[src/rtl/cam_read.sv]
// OV7670 capture: turns the RGB565 byte stream into RGB332 pixel writes for a
// dual-port frame buffer, framed by vsync and gated per line by href.
module cam_read #(
    parameter int CAM_SCREEN_X = 320,
    parameter int CAM_SCREEN_Y = 240,
    parameter int AW           = 17,
    parameter int DW           = 8
) (
    input  logic          clk,
    input  logic          rst,
    input  logic [7:0]    CAM_px_data,
    input  logic          CAM_href,
    input  logic          CAM_vsync,
    output logic [AW-1:0] DP_RAM_addr_in,
    output logic [DW-1:0] DP_RAM_data_in,
    output logic          DP_RAM_regW,
    output logic          frame_done,
    output logic          overflow
);

    typedef enum logic {WAIT_FRAME, CAPTURE} state_t;
    typedef enum logic {BYTE1, BYTE2} phase_t;

    // One extra bit so a buffer exactly 2**AW words deep still compares correctly.
    localparam logic [AW:0] N_PIX = (AW+1)'(CAM_SCREEN_X * CAM_SCREEN_Y);

    state_t        state_q, state_d;
    phase_t        phase_q, phase_d;
    logic          vsync_prev_q, vsync_prev_d;
    logic [2:0]    r_q, r_d;
    logic [2:0]    g_q, g_d;
    logic [1:0]    b_q, b_d;
    logic [AW-1:0] addr_q, addr_d;
    logic [DW-1:0] data_q, data_d;
    logic          regw_q, regw_d;
    logic          frame_done_q, frame_done_d;
    logic          overflow_q, overflow_d;

    logic vsync_fall, vsync_rise;

    always_comb begin
        state_d      = state_q;
        phase_d      = phase_q;
        vsync_prev_d = CAM_vsync;
        r_d          = r_q;
        g_d          = g_q;
        b_d          = b_q;
        addr_d       = addr_q;
        data_d       = data_q;
        regw_d       = 1'b0;
        frame_done_d = 1'b0;
        overflow_d   = overflow_q;

        vsync_fall = vsync_prev_q & ~CAM_vsync;
        vsync_rise = ~vsync_prev_q & CAM_vsync;

        // Address advances on the edge that ends a write cycle.
        if (regw_q) begin
            addr_d = addr_q + 1'b1;
        end

        case (state_q)
            WAIT_FRAME: begin
                if (vsync_fall) begin
                    state_d    = CAPTURE;
                    addr_d     = '0;
                    phase_d    = BYTE1;
                    overflow_d = 1'b0;
                end
            end
            CAPTURE: begin
                if (!CAM_href) begin
                    phase_d = BYTE1;
                end else if (phase_q == BYTE1) begin
                    r_d     = CAM_px_data[7:5];
                    g_d     = CAM_px_data[2:0];
                    phase_d = BYTE2;
                end else begin
                    b_d     = CAM_px_data[4:3];
                    phase_d = BYTE1;
                    if ({1'b0, addr_q} < N_PIX) begin
                        regw_d = 1'b1;
                        data_d = DW'({r_q, g_q, CAM_px_data[4:3]});
                    end else begin
                        overflow_d = 1'b1;
                    end
                end
                // A pixel completed on this same edge is still written next cycle.
                if (vsync_rise) begin
                    frame_done_d = 1'b1;
                    state_d      = WAIT_FRAME;
                    phase_d      = BYTE1;
                end
            end
            default: state_d = WAIT_FRAME;
        endcase
    end

    always_ff @(posedge clk) begin
        if (rst) begin
            state_q      <= WAIT_FRAME;
            phase_q      <= BYTE1;
            vsync_prev_q <= 1'b0;
            r_q          <= '0;
            g_q          <= '0;
            b_q          <= '0;
            addr_q       <= '0;
            data_q       <= '0;
            regw_q       <= 1'b0;
            frame_done_q <= 1'b0;
            overflow_q   <= 1'b0;
        end else begin
            state_q      <= state_d;
            phase_q      <= phase_d;
            vsync_prev_q <= vsync_prev_d;
            r_q          <= r_d;
            g_q          <= g_d;
            b_q          <= b_d;
            addr_q       <= addr_d;
            data_q       <= data_d;
            regw_q       <= regw_d;
            frame_done_q <= frame_done_d;
            overflow_q   <= overflow_d;
        end
    end

    assign DP_RAM_addr_in = addr_q;
    assign DP_RAM_data_in = data_q;
    assign DP_RAM_regW    = regw_q;
    assign frame_done     = frame_done_q;
    assign overflow       = overflow_q;

endmodule

[config.mk]
export PLATFORM = sky130hd
export DESIGN_NAME = cam_read
export DESIGN_NICKNAME = d
export VERILOG_FILES = /design/src/rtl/cam_read.sv
export SDC_FILE = /design/constraint.sdc
export NUM_CORES = 1
export LEC_CHECK = 0
export ABC_AREA = 1
export CAP_MARGIN = 40
export CORE_UTILIZATION = 52
export DETAILED_ROUTE_END_ITERATION = 12
export PLACE_DENSITY = 0.84
export SYNTH_ARGS = -nofsm -noshare
export SYNTH_HDL_FRONTEND = slang
export SYNTH_SLANG_ARGS = --single-unit
[constraint.sdc]
create_clock -name clk -period 1.7 [get_ports clk]
set_input_delay 0.17 -clock clk [delete_from_list [all_inputs] [get_ports clk]]
set_output_delay 0.17 -clock clk [all_outputs]
set_load 0.005 [all_outputs]
==> qor.csv <==
stage,metric,value,unit
floorplanning,Cell Rows,19,
logic_synthesis,library cell with the highest instance count after synthesis,nor2_1,
logic_synthesis,Unique masters post-synth,27,
clock_tree,TritonCTS Buffers,5,
timing,clk_skew,0.00787,ns
timing,Tmin final,1.58,ns
floorplanning,Initial Util,57.1,%
power_and_ir_drop,sequential power share,63.1,%
logic_synthesis,Ys Warns,0,
job,number of max-cap violations,0,
power_and_ir_drop,leakage,0.775,nW
logic_synthesis,Post-Syn Area,0.00163,mm2
routing,DRT iter0 DRCs,85,
placement,gp weighted congestion,0.817,
power_and_ir_drop,switch share,23.0,%
logic_synthesis,sequential-to-total area share from yosys stat,45.5,%
timing,max frequency,0.634,GHz
worst_setup_path,Crit. End Element,output port,
clock_tree,CTS max path bufs,2,
final_layout,cell area after layout,0.00208,mm2
final_layout,area growth from synthesis to layout,27.8,%
floorplanning,Die Wd,58.0,um
logic_synthesis,"Net Count, Synth",237,
logic_synthesis,simple-gate portion of the synthesized area,32.9,%
worst_setup_path,"Req. time, crit path",1.53,ns
final_layout,Final nets,280,
global_route,met2 usage,33.7,%
routing,"wirelength, routed",3.11,mm
clock_tree,"Setup Fix Bufs, Post-CTS",0,
routing,DRC violations left,2,
logic_synthesis,Synth Area in Adders,0.768,%
logic_synthesis,post-synthesis compound-gate area fraction,10.7,%
clock_tree,TritonCTS clock tree,yes,
timing,final hold slack,0.392,ns
logic_synthesis,top post-synthesis cells by count,"nor2_1 (43), nand2_1 (39), dfxtp_1 (37), inv_1 (24), a21oi_1 (17)",
worst_setup_path,CP max stage cell,clkdlybuf4s50_1,
power_and_ir_drop,clock share of power,31.7,%
global_route,Top Usage Layer GRT,met2,
power_and_ir_drop,switching pwr,0.000319,W
worst_setup_path,Critical path buffers and inverters,1,
clock_tree,CTS Sinks,37,
global_route,grt met1 use,26.3,%
routing,Post-DRT Antenna Nets,0,
logic_synthesis,Synth Register Bits,37,
logic_synthesis,Post-Syn Instances,224,
global_route,GRT Util Overall,20.8,%
hold_path,Hold Path Class,in2reg,
worst_setup_path,Crit path max-delay family,buffers and inverters,
power_and_ir_drop,VDD IR max,497,uV
floorplanning,height of the die,58.0,um
global_route,total grt overflow,0,
logic_synthesis,Synth area leader,dfxtp_1,
routing,DR vias,1478,
clock_tree,Root Buffer,clkbuf_4,
placement,I/O Buffers,39,
floorplanning,I/O pin cnt,40,
global_route,initial antenna violation count,0,
timing,Final Hold Fails,0,
clock_tree,"CTS clk-pin slew, worst paths",0.10,ns
floorplanning,die area,0.00336,mm2
worst_setup_path,CP arrival,1.41,ns
floorplanning,core area,0.00285,mm2
power_and_ir_drop,pwr dens,666,mW/mm2
timing,RSZ-0062 raised after global routing,no,
logic_synthesis,Post-Synth XOR/XNOR Area,1.61,%
logic_synthesis,async set-reset flop share out of synthesis,0,%
clock_tree,Hold Buf Count CTS,0,
logic_synthesis,most used flip-flop cell after synthesis,dfxtp_1,
timing,fin crit share,92.7,%
logic_synthesis,area fraction of the dominant cell type after synthesis,45.5,%
clock_tree,number of gates resized after cts,0,
timing,fin. max-slew vios,0,
global_route,first-pass GRT wire length,5.29,mm
logic_synthesis,syn_area_per_cell,7.27,um2
placement,Final HPWL DP,2.20,mm
final_layout,ratio of cells with drive above 1 in the final layout,8.58,%
routing,Vias/cell,4.94,
global_route,pin count of the biggest net entering global routing,19,
final_layout,n_diodes,0,
logic_synthesis,synth top area cells,"dfxtp_1 (45%), nor2_1 (9.9%), nand2_1 (9.0%)",
logic_synthesis,"EDFF count, synth",0,
routing,First-pass DRT Iterations,10,
worst_setup_path,crit start category,flip-flop,
timing,setup TNS,0,ns
timing,final setup violation count,0,
clock_tree,number of H-tree levels,2,
worst_setup_path,Setup CP Type,reg2out,
timing,Max-slew headroom,69.2,%
worst_setup_path,"slowest stage delay, CP",0.56,ns
timing,Tightest Pin Transition,0.460,ns
run_status,outcome,"finished, violations left",
worst_setup_path,CP max FO,8,
worst_setup_path,crit path cell chain,clkdlybuf4s50_1,
power_and_ir_drop,share of power burned in combinational logic,5.3,%
clock_tree,clock insertion delay at the later pin of the skew report,0.34,ns
run_status,failing checks,design-rule violations,
logic_synthesis,mux contribution to synthesized area,0,%
final_layout,# fillers,222,
logic_synthesis,largest family of logic cells by synthesized area,simple AND/OR/NAND/NOR gates,
placement,dpl cell area,0.00203,mm2
power_and_ir_drop,P_int,0.00107,W
global_route,grt met3 use,6.70,%
routing,Avg WL per Cell,10.4,um
global_route,vias in the first global route,1246,
==> power by group through the flow <==
| stage | clock network (W) | registers (W) | logic [W] |
|---|---|---|---|
| finish | 0.000439 | 0.000875 | 0.0000731 |
| global route | 0.000493 | 0.000876 | 0.0000825 |
| CTS | 0.000453 | 0.000875 | 0.0000737 |
| detailed placement | 0 | 0.000895 | 0.0000734 |
| global placement | 0 | 0.000895 | 0.0000726 |
| floorplan | 0 | 0.000894 | 0.0000357 |
==> sequential cells by signal, summed over array words and instances, names as in the netlist, 3 cells and up <==
name	count
DP_RAM_addr_in	17
DP_RAM_data_in	8
g_q	3
r_q	3
==> per-stage QoR <==
step	utilization, %	worst slack [ns]	total power [W]	cells
CTS	73.0	0.109	0.00140	299
detailed placement	71.2	0.261	0.000968	291
global placement	71.2	0.303	0.000967	291
global route	73.0	0.0469	0.00145	299
finish	73.0	0.124	0.00139	299
floorplan	-	0.517	0.000930	224
==> area by class of cell <==
cell class	count	area, um2	area share [%]
sequential	37	741	35.6
clock inverter	2	10.0	0.481
inverter	26	97.6	4.69
tap	31	38.8	1.86
multi-input combinational	156	748	35.9
clock buffer	6	41.3	1.98
timing repair buffer	41	405	19.5
==> placed cells by master (no fill, tap or decap) <==
master | Yosys | routed
nor2_1 | 43 | 43
nand2_1 | 39 | 39
clkdlybuf4s50_1 | 0 | 39
dfxtp_1 | 37 | 37
inv_1 | 24 | 24
a21oi_1 | 17 | 17
nand3_1 | 16 | 16
o21ai_0 | 10 | 10
nor3_1 | 7 | 7
clkbuf_4 | 0 | 5
nor2_2 | 4 | 4
nand2_2 | 4 | 4
nand3b_1 | 3 | 3
inv_2 | 2 | 2
nand4_1 | 2 | 2
xnor2_1 | 2 | 2
clkinv_2 | 0 | 2
buf_4 | 1 | 2
nand3_2 | 1 | 1
o21ai_4 | 1 | 1
nor2_4 | 1 | 1
a22oi_1 | 1 | 1
xor2_1 | 1 | 1
nor4_1 | 1 | 1
a31oi_1 | 1 | 1
a21oi_2 | 1 | 1
ha_1 | 1 | 1
clkbuf_1 | 0 | 1
==> worst paths after layout <==
| path | start | to | slack, ns | cells after the start |
|---|---|---|---|---|
| min | CAM_vsync | vsync_prev_q | 0.39 | 3 |
| min reg2reg | r_q[1] | r_q[1] | 0.46 | 2 |
| max | DP_RAM_regW | DP_RAM_regW | 0.12 | 1 |
| max reg2reg | DP_RAM_regW | DP_RAM_addr_in[9] | 0.36 | 7 |
==> routing by layer <==
metal	vias up	share of wire (%)
met4	0	1.1
met3	5	4.9
met1	630	48
met5	-	0
met2	44	46
li1	799	-
==> cells by family (layout without fill, tap and decap cells) <==
kind of cell               Yosys count  after routing
xor gates and xnor gates             3              3
adders and majority gates            1              1
AOI/OAI and AO/OA                   31             31
buffers and inverters               31             75
DFF                                 37             37
and+or+nand+nor                    121            121
Note: power is estimated with default switching activity, not from simulation.
